`src/rtl/wb_forward_unit.sv`:
```
// -----------------------------------------------------------------------------
// wb_forward_unit
//
// Write-back and forwarding unit for the dual-pipe datapath. Each cycle the
// even-pipe (1) and odd-pipe (2) results enter slot 0 of a per-pipe history
// DEPTH slots deep, counting down their remaining latency as they age. The
// oldest slot of each pipe is copied into a retire register that drives the
// register-file write ports. Six operand queries are resolved against the
// in-flight results (youngest first): a ready match forwards its data, and a
// match that is not ready yet raises a hazard.
//
// Build option:
//   WB_FORWARD_EN  defined   : ready matches are forwarded.
//                  undefined : no forwarding; any match raises a hazard until
//                              the value has reached the register file.
//
// Ports:
//   clk, reset                      clock, synchronous active-high reset
//   regWriteEnable_in1/2            pipe result writes RT (0 = bubble)
//   result_in1/2                    128-bit result value
//   registerRT_in1/2                destination register
//   latency_in1/2                   cycles until the result is valid
//   srcReg_in[5:0], srcValid_in     queries: 0-2 pipe1 RA/RB/RC, 3-5 pipe2
//   fwdData_out, fwdHit_out         forwarded value / ready match found
//   hazard_out, stall_out           youngest match not ready / OR of hazards
//   rfWriteEnable_out1/2,
//   rfAddr_out1/2, rfData_out1/2    register-file write port (retire register)
// -----------------------------------------------------------------------------
module wb_forward_unit #(
  parameter int DEPTH = 7
) (
  input  logic              clk,
  input  logic              reset,
  input  logic              regWriteEnable_in1,
  input  logic              regWriteEnable_in2,
  input  logic [127:0]      result_in1,
  input  logic [127:0]      result_in2,
  input  logic [6:0]        registerRT_in1,
  input  logic [6:0]        registerRT_in2,
  input  logic [2:0]        latency_in1,
  input  logic [2:0]        latency_in2,
  input  logic [5:0][6:0]   srcReg_in,
  input  logic [5:0]        srcValid_in,
  output logic [5:0][127:0] fwdData_out,
  output logic [5:0]        fwdHit_out,
  output logic [5:0]        hazard_out,
  output logic              stall_out,
  output logic              rfWriteEnable_out1,
  output logic              rfWriteEnable_out2,
  output logic [6:0]        rfAddr_out1,
  output logic [6:0]        rfAddr_out2,
  output logic [127:0]      rfData_out1,
  output logic [127:0]      rfData_out2
);

  typedef struct packed {
    logic         we;
    logic [6:0]   rt;
    logic [127:0] data;
    logic [2:0]   lat;
  } slot_t;

  // Candidate order used by the lookup: slot k pipe2 at 2k, slot k pipe1 at
  // 2k+1, then retire pipe2, then retire pipe1. Lower index = younger.
  localparam int NCAND = 2 * DEPTH + 2;
  localparam int SELW  = $clog2(NCAND);

  slot_t        p1_q [DEPTH];
  slot_t        p1_d [DEPTH];
  slot_t        p2_q [DEPTH];
  slot_t        p2_d [DEPTH];

  logic         ret1_we_q, ret1_we_d;
  logic [6:0]   ret1_rt_q, ret1_rt_d;
  logic [127:0] ret1_data_q, ret1_data_d;
  logic         ret2_we_q, ret2_we_d;
  logic [6:0]   ret2_rt_q, ret2_rt_d;
  logic [127:0] ret2_data_q, ret2_data_d;

  function automatic logic [2:0] dec_sat(input logic [2:0] v);
    dec_sat = (v == 3'd0) ? 3'd0 : v - 3'd1;
  endfunction

  // ---------------------------------------------------------------------------
  // History shift: slot 0 takes the new results, every older slot takes its
  // younger neighbour, latency counting down on every move.
  // ---------------------------------------------------------------------------
  assign p1_d[0] = '{we: regWriteEnable_in1, rt: registerRT_in1,
                     data: result_in1, lat: dec_sat(latency_in1)};
  assign p2_d[0] = '{we: regWriteEnable_in2, rt: registerRT_in2,
                     data: result_in2, lat: dec_sat(latency_in2)};

  generate
    for (genvar gi = 1; gi < DEPTH; gi++) begin : g_shift
      assign p1_d[gi] = '{we: p1_q[gi-1].we, rt: p1_q[gi-1].rt,
                          data: p1_q[gi-1].data, lat: dec_sat(p1_q[gi-1].lat)};
      assign p2_d[gi] = '{we: p2_q[gi-1].we, rt: p2_q[gi-1].rt,
                          data: p2_q[gi-1].data, lat: dec_sat(p2_q[gi-1].lat)};
    end
  endgenerate

  // Retire: when both pipes retire to the same register, the pipe1 write is
  // dropped so the younger pipe2 value is what ends up in the register file.
  assign ret2_we_d   = p2_q[DEPTH-1].we;
  assign ret2_rt_d   = p2_q[DEPTH-1].rt;
  assign ret2_data_d = p2_q[DEPTH-1].data;
  assign ret1_we_d   = p1_q[DEPTH-1].we &
                       ~(p2_q[DEPTH-1].we && (p2_q[DEPTH-1].rt == p1_q[DEPTH-1].rt));
  assign ret1_rt_d   = p1_q[DEPTH-1].rt;
  assign ret1_data_d = p1_q[DEPTH-1].data;

  always_ff @(posedge clk) begin
    if (reset) begin
      for (int k = 0; k < DEPTH; k++) begin
        p1_q[k] <= '0;
        p2_q[k] <= '0;
      end
      ret1_we_q   <= 1'b0;
      ret1_rt_q   <= '0;
      ret1_data_q <= '0;
      ret2_we_q   <= 1'b0;
      ret2_rt_q   <= '0;
      ret2_data_q <= '0;
    end else begin
      for (int k = 0; k < DEPTH; k++) begin
        p1_q[k] <= p1_d[k];
        p2_q[k] <= p2_d[k];
      end
      ret1_we_q   <= ret1_we_d;
      ret1_rt_q   <= ret1_rt_d;
      ret1_data_q <= ret1_data_d;
      ret2_we_q   <= ret2_we_d;
      ret2_rt_q   <= ret2_rt_d;
      ret2_data_q <= ret2_data_d;
    end
  end

  assign rfWriteEnable_out1 = ret1_we_q;
  assign rfAddr_out1        = ret1_rt_q;
  assign rfData_out1        = ret1_data_q;
  assign rfWriteEnable_out2 = ret2_we_q;
  assign rfAddr_out2        = ret2_rt_q;
  assign rfData_out2        = ret2_data_q;

  // ---------------------------------------------------------------------------
  // Flattened candidate list, youngest first.
  // ---------------------------------------------------------------------------
  logic         cand_we   [NCAND];
  logic [6:0]   cand_rt   [NCAND];
`ifdef WB_FORWARD_EN
  logic         cand_rdy  [NCAND];
  logic [127:0] cand_data [NCAND];
`endif

  generate
    for (genvar gi = 0; gi < DEPTH; gi++) begin : g_cand
      assign cand_we[2*gi]   = p2_q[gi].we;
      assign cand_rt[2*gi]   = p2_q[gi].rt;
      assign cand_we[2*gi+1] = p1_q[gi].we;
      assign cand_rt[2*gi+1] = p1_q[gi].rt;
`ifdef WB_FORWARD_EN
      assign cand_rdy[2*gi]    = (p2_q[gi].lat == 3'd0);
      assign cand_data[2*gi]   = p2_q[gi].data;
      assign cand_rdy[2*gi+1]  = (p1_q[gi].lat == 3'd0);
      assign cand_data[2*gi+1] = p1_q[gi].data;
`endif
    end
  endgenerate

  // The retire register bridges the gap until the register file is written,
  // and is always ready.
  assign cand_we[2*DEPTH]   = ret2_we_q;
  assign cand_rt[2*DEPTH]   = ret2_rt_q;
  assign cand_we[2*DEPTH+1] = ret1_we_q;
  assign cand_rt[2*DEPTH+1] = ret1_rt_q;
`ifdef WB_FORWARD_EN
  assign cand_rdy[2*DEPTH]    = 1'b1;
  assign cand_data[2*DEPTH]   = ret2_data_q;
  assign cand_rdy[2*DEPTH+1]  = 1'b1;
  assign cand_data[2*DEPTH+1] = ret1_data_q;
`endif

  // ---------------------------------------------------------------------------
  // Per-query lookup. The scan runs oldest to youngest so the last match
  // written is the youngest one.
  // ---------------------------------------------------------------------------
  generate
    for (genvar gi = 0; gi < 6; gi++) begin : g_query
      logic            found_c;
`ifdef WB_FORWARD_EN
      logic [SELW-1:0] sel_c;
`endif

      always_comb begin
        found_c = 1'b0;
`ifdef WB_FORWARD_EN
        sel_c   = '0;
`endif
        for (int c = NCAND - 1; c >= 0; c--) begin
          if (cand_we[c] && (cand_rt[c] == srcReg_in[gi])) begin
            found_c = 1'b1;
`ifdef WB_FORWARD_EN
            sel_c   = SELW'(c);
`endif
          end
        end
      end

`ifdef WB_FORWARD_EN
      assign fwdHit_out[gi]  = srcValid_in[gi] & found_c & cand_rdy[sel_c];
      assign hazard_out[gi]  = srcValid_in[gi] & found_c & ~cand_rdy[sel_c];
      assign fwdData_out[gi] = fwdHit_out[gi] ? cand_data[sel_c] : 128'd0;
`else
      assign fwdHit_out[gi]  = 1'b0;
      assign hazard_out[gi]  = srcValid_in[gi] & found_c;
      assign fwdData_out[gi] = 128'd0;
`endif
    end
  endgenerate

  assign stall_out = |hazard_out;

endmodule

```
`config.mk`:
```
export PLATFORM = sky130hd
export DESIGN_NAME = wb_forward_unit
export DESIGN_NICKNAME = d
export VERILOG_FILES = /design/src/rtl/wb_forward_unit.sv
export SDC_FILE = /design/constraint.sdc
export NUM_CORES = 2
export LEC_CHECK = 0
export CORE_AREA = 8 8 533 535
export CTS_BUF_LIST = sky130_fd_sc_hd__clkbuf_4
export CTS_CLUSTER_SIZE = 20
export DETAILED_ROUTE_END_ITERATION = 10
export DIE_AREA = 0 0 541 543
export SYNTH_ARGS = -nofsm -noshare
export SYNTH_HDL_FRONTEND = slang
export SYNTH_SLANG_ARGS = --single-unit
export TNS_END_PERCENT = 20
```
`constraint.sdc`:
```
create_clock -name clk -period 2.3 [get_ports clk]
set_clock_uncertainty 0.15 [all_clocks]
set_input_delay 0.46 -clock clk [delete_from_list [all_inputs] [get_ports clk]]
set_output_delay 0.46 -clock clk [all_outputs]
set_load 0.1 [all_outputs]
```
### After elaboration in Yosys (flattened, before gate mapping)

Memory sizes are Yosys's and may differ from the RTL's.
Cells that the tools add are included.

* register bits: 272
* bits in writable memories: 1946
* input bits: 328
* logic and storage cells: 380
* memories kept: 2

* $add $sub $neg: 14
* eq/ne operators: 97
* muxes and demuxes: 127
* bitwise gates (word level): 22
* reduce and logical (&&, ||, !) cells: 112

Memories
* p1_q: depth 7, width 139, rd ports 7, clocked after memory_dff 0, write ports 7, line 68 `slot_t p1_q [DEPTH];`
* p2_q: depth 7, width 139, rd ports 7, clocked after memory_dff 0, write ports 7, line 70 `slot_t p2_q [DEPTH];`

Operators with widths (count)
* $mux 139: 14
* $eq 7x7->1: 97
* $mux 1: 99
* $logic_and 1x1->1: 97
* $logic_not 3->1: 14
* $mux 3: 14
* $sub 3x1->3 const B: 14
* $or 1x1->1: 14
* $and 1x1->1: 7
* $reduce_or 6->1: 1
* $not 1->1: 1

### Depth between registers and ports, before layout

* depth after elaboration: 20
* depth in mapped cells: 9
* depth with buffers taken out: 7

### Least setup slack after synthesis

OpenSTA, ideal clock, no wires.

* path type: in2out
* start point: input port srcReg_in[2] in the netlist's numbering
* end point: output port stall_out
* arrival time: 3.348 ns
* data required time: 1.690 ns
* setup slack: -1.658 ns
* stages on the path: 8
* buffers on the path: 1
* path through: buf_4 > xor2_1 > nor4_2 > nand4_1 > o21ai_1 > or4_1 > o41a_1 > nand4bb_1

* longest elaborated chain between the ends: 20
* elaborated cells between the ends (all ways): 50
* classes of those cells: 16 x eq/ne; 16 x mux; 1 x bitwise; 17 x reduce/logical

Ends and longest elaborated chain
* start, declared: line 42 `input logic [5:0][6:0] srcReg_in,`
* $eq 7x7->1: line 200 `if (cand_we[c] && (cand_rt[c] == srcReg_in[gi])) begin`
* $logic_and 1x1->1: line 200
* $mux 1 (15 in series): line 200
* $mux 1 (*): line 200
* $and 1x1->1 (*): line 215 `assign hazard_out[gi] = srcValid_in[gi] & found_c;`
* named net hazard_out[0]: line 46 `output logic [5:0] hazard_out,`
* $reduce_or 6->1 (*): line 221 `assign stall_out = |hazard_out;`
* end, declared: line 47 `output logic stall_out,`

Mark *: on every way through the listed nets, which the timed path passes. The rest lies on a longest branch.

==> results.py <==
metrics = {
    "final_layout": {
        "fin_nets": 8729,
        "fill_cells": 26700,
        "fin_util_pct": 36.8,
        "syn_to_final_growth_pct": 38.7,
        "layout-drive-gt1-share_pct": 23.9,
    },
    "synthesis": {
        "syn_area_um2": 72900,
        "synth-seq-cells": 2176,
        "ys_types": 26,
        "yosys.area.top_type_share_pct": 59.7,
        "synth_cells": 6575,
        "synth-async-reset-ratio_pct": 0,
        "ys_seq_area_share_pct": 59.7,
        "ys_warn_count": 0,
        "synth_top_area_cell": "dfxtp_1",
        "synthTopCellsByArea": "dfxtp_1 (60%), nor2b_1 (19%), buf_4 (8.6%)",
        "syn-mean-instance-area_um2": 11.1,
        "synth_edf_count": 0,
        "ys.flop_type": "dfxtp_1",
    },
    "run": {
        "maxCapViolCount": 0,
    },
    "clock_network": {
        "cts_buffers": 573,
        "clockRootBuffer": "clkbuf_4",
        "path_clk_slew_ns": 0.07,
        "cts_buffer_depth": 4,
        "numClockSinks": 2176,
        "clkLatencyLatePin_ns": 1.38,
        "h-tree-depth": 6,
        "cts_tree": "done",
    },
    "critical_path": {
        "cp_data_arrival_time_ns": 3.63,
        "cp_slowest_cell": "o41a_4",
        "crit_path_end_kind": "primary output",
        "cp_top_family": "compound AO/OA/AOI/OAI gates",
        "criticalPathCategory": "flip-flop to primary output",
        "cp_slowest_stage_delay_ns": 0.58,
        "crit_chain": "xor2_1, nor2_1, nand4_1, nand4_1, o41a_4, a21oi_4, nand4bb_4, buf_12",
        "worst_setup_path_start_kind": "flip-flop",
        "crit_cells": 8,
        "endpoint": "stall_out",
        "r2r_start": "p1_q[6][135]$_SDFF_PP0_",
        "worstRegToRegCells": 7,
        "rr_endpoint": "rfWriteEnable_out1$_SDFF_PP0_",
        "cp-startpoint": "p1_q[5][133]$_SDFF_PP0_",
        "crit_top_cell": "nand4_1",
        "critPathRequiredTime_ns": 1.69,
        "crit_fanout": 3,
        "r2r_slack_ns": 0.74,
        "path_buf_inv": 1,
    },
    "power_and_ir_drop": {
        "p_per_area_nw_per_um2": 808,
        "total_leakage_power_uw": 0.0415,
        "vdd_drop_max_mv": 0.672,
    },
    "sta": {
        "post-route-min-period_ns": 4.24,
        "drv_slew": 0,
        "worst_slack_ns": -1.94,
        "final_hold_viol_count": 0,
        "setup_violations": 276,
        "finalSetupTns_ns": -51.60,
        "worstMarginPinSlew_ns": 0.544,
        "maxSlewHeadroom_pct": 63.4,
        "timing.fmax_mhz": 236,
        "period_share_pct": 184,
        "rsz0062_at_grt": "yes",
    },
    "die": {
        "num_io_pins": 1381,
        "start_util_pct": 26.5,
        "coreArea_um2": 275000,
        "die_height_um": 543,
        "die_w_um": 541,
        "dieArea_um2": 294000,
        "placementRows": 193,
    },
    "grt": {
        "grt_usage_pct": 14.4,
        "grt_max_degree": 60,
        "gr-total-overflow": 0,
        "grt_pass1_wl_mm": 322,
        "grt_pass1_vias": 49700,
        "grt_antenna_before_repair": 30,
    },
    "routing": {
        "drt_wl_total_mm": 227,
        "postRouteAntennaNets": 0,
        "route.detailed.drc": 0,
        "drt_iter0_drc": 1981,
        "vias": 46600,
        "vias_per_cell": 3.74,
        "wl_per_cell_um": 18.2,
        "drtPass1Iterations": 7,
    },
    "placed_design": {
        "portBuffers": 600,
        "hpwlAfterDp_mm": 159,
        "gp_congestion": 0.903,
        "dp_slack_ns": -1.49,
    },
    "min_path": {
        "min_from": "p2_q[1][65]$_SDFF_PP0_",
        "hp-class": "flip-flop to flip-flop",
    },
    "status": {
        "violations": "setup timing",
        "status": "complete, but fails checks",
    },
}
final cells by class:
class	instances	area, um2	share of cell area (%)
sequential	2176	44200	43.6
timing repair buffer	1705	20700	20.5
tap	3607	4510	4.46
clock buffer	772	5800	5.73
multi-input combinational	3945	24600	24.3
antenna	52	130	0.129
clock inverter	196	1290	1.28
metrics by stage:
stage	std cells	hold WS, ns	instance area, um2	total power [uW]
6_report	12500	0.125	101000	81800
5_1_grt	12400	0.0691	101000	86000
4_1_cts	12400	0.000309	99400	83300
3_5_place_dp	10900	0.270	84500	49100
3_3_place_gp	10900	0.265	84500	49100
2_1_floorplan	7348	0.264	75900	48000
cells in the mapped netlist (7+ instances only):
master,n
o2111ai_1,7
buf_2,105
nor2_1,82
nor2b_1,2175
buf_6,8
nand4_1,155
dfxtp_1,2176
xor2_1,264
nor4_1,52
xnor2_1,415
buf_4,832
clkbuf_1,272
o21ai_0,7
worst min path at each step:
| stage | slack (ns) | cells after the start | end |
|---|---|---|---|
| 4_1_cts | 0.0003 | 3 | p1_q[0][101]$_SDFF_PP0_ |
| 3_5_place_dp | 0.27 | 1 | p1_q[3][84]$_SDFF_PP0_ |
| 2_1_floorplan | 0.26 | 1 | p1_q[1][100]$_SDFF_PP0_ |
| 3_3_place_gp | 0.27 | 1 | p1_q[4][53]$_SDFF_PP0_ |
| 6_report | 0.13 | 1 | p2_q[2][65]$_SDFF_PP0_ |
| 5_1_grt | 0.07 | 3 | p2_q[0][30]$_SDFF_PP0_ |
logic make-up (layout without fill, tap and decap cells):
group / after synthesis / count (layout) / share of synthesized area, %
buf+inv: 1227 / 2673 / 11.0
compound gates: 22 / 22 / 0.226
xor+xnor: 679 / 679 / 8.15
other cells: 1 / 826 / 0.00514
simple gates: 2470 / 2470 / 20.9
flops: 2176 / 2176 / 59.7
registers in the layout, summed over array words and instances (netlist names):
signal and flops:
p2_q 952, rfAddr_out1 7, rfWriteEnable_out1 1, rfWriteEnable_out2 1, rfData_out1 128, rfData_out2 128
p1_q 952, rfAddr_out2 7
power by group:
part | switching, uW | leakage (uW) | internal [uW] | total [uW]
Sequential | 235 | 0.0179 | 38300 | 38600
Clock | 15900 | 0.00417 | 16900 | 32800
Combinational | 7820 | 0.0194 | 2660 | 10500
Total | 23900 | 0.0415 | 57900 | 81800
layout by cell type (no fill, tap or decap), types with 28 or more instances in the layout:
cell / n
buf_12: 445
buf_4: 378
buf_6: 33
clkbuf_4: 772
clkdlybuf4s50_1: 320
clkinv_1: 108
clkinv_2: 28
conb_1: 774
dfxtp_1: 1855
dfxtp_2: 236
dfxtp_4: 85
diode_2: 52
dlygate4sd3_1: 512
nand4_1: 155
nor2_1: 70
nor2b_1: 2175
nor4_1: 43
xnor2_1: 413
xor2_1: 255
routing by layer:
layer,vias to the layer above,track usage (%),routed length (um)
li1,22600,-,-
met1,22000,18.1,98600
met2,1573,23.6,107000
met3,417,3.53,12700
met4,10,5.98,8320
met5,-,0,67
worst register-to-register path, cell delays in order, from the launching register on:
cell and delay [ns]:
dfxtp_2 0.33, buf_12 0.14, buf_4 0.18, buf_4 0.17
xnor2_1 0.16, nand4_1 0.10, nor2_1 0.14, nor3b_1 0.06
what timing repair did:
item | CTS | global route
hold endpoints to repair | 2176 | 0
pin swaps | 28 | 32
endpoints found under the setup margin | 279 | 279
hold buffers | 513 | 0
buffers inserted | 21 | 24
gates resized for setup | 765 | 470
(Power assumes the default switching activity.)
